File: src/rtl/bt_cmd_ctrl_pkg.sv
// Shared Bluetooth command definitions: FSM encoding, sync marker, command codes.
package bt_pkg;

   typedef enum logic [1:0] {
      WAIT_SYNC = 2'd0,
      GET_CMD   = 2'd1,
      GET_ARG   = 2'd2,
      GET_CHK   = 2'd3
   } bt_state_e;

   localparam logic [7:0] BT_SYNC_BYTE = 8'hA5;

   localparam logic [7:0] CMD_NOP       = 8'h00;
   localparam logic [7:0] CMD_SET_LED   = 8'h01;
   localparam logic [7:0] CMD_SET_SPEED = 8'h02;
   localparam logic [7:0] CMD_QUERY     = 8'h03;

   // Expected checksum byte for a frame: XOR of sync, command and argument.
   function automatic logic [7:0] bt_frame_chk(input logic [7:0] sync,
                                               input logic [7:0] cmd,
                                               input logic [7:0] arg);
      return sync ^ cmd ^ arg;
   endfunction

endpackage

File: src/rtl/bt_cmd_ctrl_if.sv
// Byte-in / command-out bus of the command-frame controller.
interface bt_cmd_ctrl_if;
   logic [7:0] rx_data;
   logic       rx_valid;
   logic [7:0] cmd_out;
   logic [7:0] arg_out;
   logic       cmd_valid;
   logic       cmd_ack;
   logic       err_pulse;
   logic [7:0] err_count;
   logic       busy;

   // Environment side: UART byte source plus command consumer.
   modport master (
      output rx_data, rx_valid, cmd_ack,
      input  cmd_out, arg_out, cmd_valid, err_pulse, err_count, busy
   );

   // Controller side.
   modport slave (
      input  rx_data, rx_valid, cmd_ack,
      output cmd_out, arg_out, cmd_valid, err_pulse, err_count, busy
   );
endinterface

File: src/rtl/bt_cmd_ctrl_timer.sv
// Inter-byte timeout counter: expire_o flags the cycle the gap limit is hit.
module bt_timeout_timer #(
   parameter int unsigned TIMEOUT_CYCLES = 500000
) (
   input  logic clk,
   input  logic reset,
   input  logic clr_i,
   input  logic en_i,
   output logic expire_o
);

   localparam int unsigned W = $clog2(TIMEOUT_CYCLES);
   localparam logic [W-1:0] LAST = W'(TIMEOUT_CYCLES - 1);

   logic [W-1:0] cnt_q, cnt_d;

   // Clear dominates; count only while a frame is open.
   always_comb begin
      cnt_d = cnt_q;
      if (clr_i)     cnt_d = '0;
      else if (en_i) cnt_d = cnt_q + 1'b1;
   end

   // Counter register.
   always_ff @(posedge clk or posedge reset) begin
      if (reset) cnt_q <= '0;
      else       cnt_q <= cnt_d;
   end

   // A byte arriving on the last allowed cycle still counts as in time.
   assign expire_o = en_i && !clr_i && (cnt_q == LAST);

endmodule

File: src/rtl/bt_cmd_ctrl.sv
// Command-frame controller: assembles SYNC/CMD/ARG/CHK frames from UART bytes,
// hands good commands to the application via valid/ack, counts rejected frames.
module bt_cmd_ctrl
   import bt_pkg::*;
#(
   parameter logic [7:0]  SYNC_BYTE      = BT_SYNC_BYTE,
   parameter int unsigned TIMEOUT_CYCLES = 500000
) (
   input logic         clk,
   input logic         reset,
   bt_cmd_ctrl_if.slave bus
);

   bt_state_e  state_q, state_d;
   logic [7:0] cmd_lat_q, cmd_lat_d;
   logic [7:0] arg_lat_q, arg_lat_d;
   logic [7:0] cmd_out_q, cmd_out_d;
   logic [7:0] arg_out_q, arg_out_d;
   logic       cmd_valid_q, cmd_valid_d;
   logic       err_q, err_d;
   logic [7:0] err_cnt_q, err_cnt_d;
   logic       expire;

   bt_timeout_timer #(.TIMEOUT_CYCLES(TIMEOUT_CYCLES)) u_timer (
      .clk      (clk),
      .reset    (reset),
      .clr_i    (bus.rx_valid || (state_q == WAIT_SYNC)),
      .en_i     (state_q != WAIT_SYNC),
      .expire_o (expire)
   );

   // Next state, frame latches, handshake and error bookkeeping.
   always_comb begin
      state_d     = state_q;
      cmd_lat_d   = cmd_lat_q;
      arg_lat_d   = arg_lat_q;
      cmd_out_d   = cmd_out_q;
      arg_out_d   = arg_out_q;
      // An ack retires the pending command before any new frame is considered.
      cmd_valid_d = cmd_valid_q && !bus.cmd_ack;
      err_d       = 1'b0;
      unique case (state_q)
         WAIT_SYNC: if (bus.rx_valid && bus.rx_data == SYNC_BYTE) state_d = GET_CMD;
         GET_CMD: begin
            if (bus.rx_valid) begin
               cmd_lat_d = bus.rx_data;
               state_d   = GET_ARG;
            end else if (expire) begin
               err_d   = 1'b1;
               state_d = WAIT_SYNC;
            end
         end
         GET_ARG: begin
            if (bus.rx_valid) begin
               arg_lat_d = bus.rx_data;
               state_d   = GET_CHK;
            end else if (expire) begin
               err_d   = 1'b1;
               state_d = WAIT_SYNC;
            end
         end
         GET_CHK: begin
            if (bus.rx_valid) begin
               state_d = WAIT_SYNC;
               if (bus.rx_data != bt_frame_chk(SYNC_BYTE, cmd_lat_q, arg_lat_q)) begin
                  err_d = 1'b1;
               end else if (cmd_valid_d) begin
                  err_d = 1'b1;  // overrun: keep the pending command
               end else begin
                  cmd_out_d   = cmd_lat_q;
                  arg_out_d   = arg_lat_q;
                  cmd_valid_d = 1'b1;
               end
            end else if (expire) begin
               err_d   = 1'b1;
               state_d = WAIT_SYNC;
            end
         end
         default: state_d = WAIT_SYNC;
      endcase
      err_cnt_d = (err_d && err_cnt_q != 8'hFF) ? err_cnt_q + 8'd1 : err_cnt_q;
   end

   // State and output registers.
   always_ff @(posedge clk or posedge reset) begin
      if (reset) begin
         state_q     <= WAIT_SYNC;
         cmd_lat_q   <= '0;
         arg_lat_q   <= '0;
         cmd_out_q   <= '0;
         arg_out_q   <= '0;
         cmd_valid_q <= 1'b0;
         err_q       <= 1'b0;
         err_cnt_q   <= '0;
      end else begin
         state_q     <= state_d;
         cmd_lat_q   <= cmd_lat_d;
         arg_lat_q   <= arg_lat_d;
         cmd_out_q   <= cmd_out_d;
         arg_out_q   <= arg_out_d;
         cmd_valid_q <= cmd_valid_d;
         err_q       <= err_d;
         err_cnt_q   <= err_cnt_d;
      end
   end

   assign bus.cmd_out   = cmd_out_q;
   assign bus.arg_out   = arg_out_q;
   assign bus.cmd_valid = cmd_valid_q;
   assign bus.err_pulse = err_q;
   assign bus.err_count = err_cnt_q;
   assign bus.busy      = (state_q != WAIT_SYNC);

endmodule

File: src/flat_wrapper.sv
// flat-port wrapper written by rule: the top's interface ports become plain ports
module bt_cmd_ctrl_flat import bt_pkg::*;
#(
   parameter logic [7:0]  SYNC_BYTE      = BT_SYNC_BYTE,
   parameter int unsigned TIMEOUT_CYCLES = 500000
)
  (clk, reset, bus_rx_data, bus_rx_valid, bus_cmd_ack, bus_cmd_out, bus_arg_out, bus_cmd_valid, bus_err_pulse, bus_err_count, bus_busy);
  bt_cmd_ctrl_if bus_i ();
  input logic clk;
  input logic reset;
  input wire logic [$bits(bus_i.rx_data)-1:0] bus_rx_data;
  input wire logic [$bits(bus_i.rx_valid)-1:0] bus_rx_valid;
  input wire logic [$bits(bus_i.cmd_ack)-1:0] bus_cmd_ack;
  output wire logic [$bits(bus_i.cmd_out)-1:0] bus_cmd_out;
  output wire logic [$bits(bus_i.arg_out)-1:0] bus_arg_out;
  output wire logic [$bits(bus_i.cmd_valid)-1:0] bus_cmd_valid;
  output wire logic [$bits(bus_i.err_pulse)-1:0] bus_err_pulse;
  output wire logic [$bits(bus_i.err_count)-1:0] bus_err_count;
  output wire logic [$bits(bus_i.busy)-1:0] bus_busy;
  assign bus_i.rx_data = bus_rx_data;
  assign bus_i.rx_valid = bus_rx_valid;
  assign bus_i.cmd_ack = bus_cmd_ack;
  assign bus_cmd_out = bus_i.cmd_out;
  assign bus_arg_out = bus_i.arg_out;
  assign bus_cmd_valid = bus_i.cmd_valid;
  assign bus_err_pulse = bus_i.err_pulse;
  assign bus_err_count = bus_i.err_count;
  assign bus_busy = bus_i.busy;
  bt_cmd_ctrl #(.SYNC_BYTE(SYNC_BYTE), .TIMEOUT_CYCLES(TIMEOUT_CYCLES)) u_core (.clk(clk), .reset(reset), .bus(bus_i));
endmodule
File: config.mk
export PLATFORM = sky130hd
export DESIGN_NAME = bt_cmd_ctrl_flat
export DESIGN_NICKNAME = d
export VERILOG_FILES = /design/src/rtl/bt_cmd_ctrl_pkg.sv /design/src/rtl/bt_cmd_ctrl_if.sv /design/src/rtl/bt_cmd_ctrl_timer.sv /design/src/rtl/bt_cmd_ctrl.sv /design/src/flat_wrapper.sv
export SDC_FILE = /design/constraint.sdc
export NUM_CORES = 1
export LEC_CHECK = 0
export BUFFER_PORTS_ARGS = -buffer_cell sky130_fd_sc_hd__buf_2
export CORE_ASPECT_RATIO = 1.2
export CORE_MARGIN = 5
export CORE_UTILIZATION = 30
export DETAILED_ROUTE_END_ITERATION = 8
export HOLD_SLACK_MARGIN = 0.02
export PLACE_DENSITY = 0.56
export SLEW_MARGIN = 20
export SYNTH_ARGS = -nofsm -noshare
export SYNTH_HDL_FRONTEND = slang
export SYNTH_SLANG_ARGS = --single-unit
export TNS_END_PERCENT = 100
File: constraint.sdc
create_clock -name clk -period 3.05 [get_ports clk]
set_clock_uncertainty 0.1 [all_clocks]
set_input_delay 0.61 -clock clk [delete_from_list [all_inputs] [get_ports clk]]
set_output_delay 0.61 -clock clk [all_outputs]
set_load 0.02 [all_outputs]
==> results.md <==
* I/O pin count at 39
* Row cnt at 39
* CTS tree: yes
* Pre-antenna DRT Iters at 4
* IO Port Bufs at 38
* F_max at 348 MHz
* Htree depth at 3
* CTS resizes at 0
* DRC at 0
* Root Driver: clkbuf_16
* Crit Path Class: reg2reg
* P_leak at 0.00176 uW
* Post-synth net total at between 200 and 300
* Vias in the first global route at 1,977
* Met1 usage at roughly an eighth
* Die Y at around 120 um
* Crit Path Max Fanout at 5
* PnR Total Power at 2680 uW
* Clk_lat worst skew at between 0.3 and 0.4 ns
* Post-synth EDFFs at 0
* Max Cap Viol at 0
* Yosys warning total at 0
* Dpl hpwl at around 4200 um
* Initial DRC Count at 50
* Slew @ Worst Pin at between 0.5 and 0.6 ns
* RSZ-0062 raised after global routing: no
* Tcrit/Tclk final at 94.2%
* Share of the synthesized area in the top cell type at 53.0%
* DIE AREA at 0.0120 mm^2
* Primary FF master, synth: dfrtp_1
* Initial antenna violation count at 0
* Final setup viols at 0
* Routed WL at 5830 um
* Power Density at 731 mW/mm^2
* Met3 Resource Use GR at 2.87%
* Via density at 4.64
* Critical Path End Type: flop
* Commonest cells after routing, fill and taps aside: dfrtp_1, buf_2, mux2_2, nor2_1, nand2_1
* GPL Wtd Cong at 0.784
* Post-Syn Area per Cell at 12.2 um^2
* Met2 Usage GRT at between 10% and 20%
* Status: finished clean
* Clock-pin slew on the worst setup and hold paths at approximately 0.050 ns
* Starting Density at 31.0%
* Clock Path Buffers at 2
* Hold-fix buffers at CTS at 0
* Core footprint at 0.00961 mm^2
* GRT Overall Usage at 10.3%
* Setup Total Neg Slack at 0 ns
* Synthesized cell area at about 0.0030 mm^2
* Area grow syn2layout at 23.1%
* Worst slew margin at between 60% and 70%
* Post-CTS Setup Inserts at 0
* Yosys top cell by area: dfrtp_1
* Most common cell after layout, fill and taps aside: dfrtp_1
* Synthesized flop and latch total at 63
* Crit path launch type: flop
* Layout cells sized above 1 at between 30% and 40%
* Critical path data arrival time at 2.97 ns
* DRT antenna net count at 0
* FFs w/ async S/R, synth at 100%
* Busiest grt layer: met2
* Global-route wire length before repair at between 9000 and 10,000 um
* Largest net degree at the start of global routing at 40
* Number of diodes at 0
* Via count at slightly below 2,000
* TritonCTS buffer count at 9
* Register area share after synthesis at 53.0%
* Avg WL per Cell at 13.8 um
* Peak VDD IR at 0.000305 V
* Fin crit period at 2.87 ns
* Crit path required time at 3.15 ns
* Nets at 314
* Worst Hold Class: in2async
* Synth unique cells at 36
* Max-slew violations at 0
* Top cells by area, synth: dfrtp_1, mux2_2, xnor2_1
* Clock tree sinks at 63
* Overflow after GRT at 0
* Post-Syn Instances at 244
* Hold Fails Final Rpt at 0
* Chip width at 101 um
## cells in the mapped netlist (4+ instances only)
cell,instances
a21oi_1,5
dfrtp_1,63
xnor2_1,12
nor2_1,25
mux2_2,32
ha_1,6
nand3_1,14
xnor3_1,4
and3_1,8
xor2_1,11
nand4_1,4
nand2_1,17
inv_1,8
## path summary, 6_finish.rpt
kind / from / endpoint / slack (ns) / cells after the start
worst max-delay path: u_core.state_q[0] / u_core.bus.err_count[7] / 0.18 / 9
worst min-delay path: reset / u_core.arg_lat_q[2] / 0.24 / 2
worst max register to register: u_core.state_q[0] / u_core.bus.err_count[7] / 0.18 / 9
worst min register to register: u_core.u_timer.cnt_q[0] / u_core.u_timer.cnt_q[0] / 0.40 / 1
max in group asynchronous: reset / u_core.bus.err_count[7] / 2.00 / 3
min in group clk: u_core.u_timer.cnt_q[0] / u_core.u_timer.cnt_q[0] / 0.40 / 1
## state kept, by name (all words and copies together), names as in the netlist
register	cells
u_core.u_timer.cnt_q	19
u_core.arg_lat_q	8
u_core.bus.arg_out	8
u_core.bus.cmd_out	8
u_core.bus.err_count	8
u_core.cmd_lat_q	8
u_core.state_q	2
u_core.bus.cmd_valid	1
u_core.bus.err_pulse	1
## area by class of cell
type / instances / area, um^2
fill: 950 / 5950
sequential: 63 / 1580
multi-input combinational: 168 / 1350
timing repair buffer: 46 / 263
clock buffer: 13 / 250
tap: 123 / 154
clock inverter: 3 / 42.5
inverter: 8 / 30.0
## logic make-up (layout without fill, tap and decap cells)
group	Yosys count	after routing	synth area share (%)
and+or+nand+nor	85	85	14.6
buffers and inverters	13	70	1.72
xor gates and xnor gates	30	30	12.2
AOI/OAI and AO/OA	14	14	3.36
DFF	63	63	53.0
muxes	33	33	12.6
adders and majority gates	6	6	2.52
## stage by stage
step	hold WS [ns]	setup slack, ns	utilization (%)	std cells	cell area (um^2)
4_1_cts	0.262	0.175	38.1	424	3660
2_1_floorplan	0.353	0.115	-	244	2980
3_3_place_gp	0.376	0.140	35.1	408	3370
6_report	0.244	0.178	38.1	424	3660
3_5_place_dp	0.383	0.111	35.1	408	3370
5_1_grt	0.293	0.0808	38.1	424	3660
## routing by layer
| metal | up-vias | routed length [um] |
|---|---|---|
| met5 | - | 0 |
| met4 | 0 | 89 |
| met3 | 9 | 297 |
| met2 | 36 | 2760 |
| met1 | 976 | 2680 |
| li1 | 948 | - |
## critical path, cell delays in order, from the launching register on
cell and delay (ns):
dfrtp_1 0.37, inv_1 0.10, ha_1 0.21, or2_2 0.28, or4_4 0.55, o31a_1 0.32
a211oi_4 0.35, buf_4 0.20, nand4_1 0.11, xnor2_1 0.15
## power by group
part / switching, uW / internal [uW]
Sequential: 111 / 965
Clock: 341 / 653
Combinational: 235 / 373
Total: 687 / 1990
Note: power is estimated with default switching activity, not from simulation.
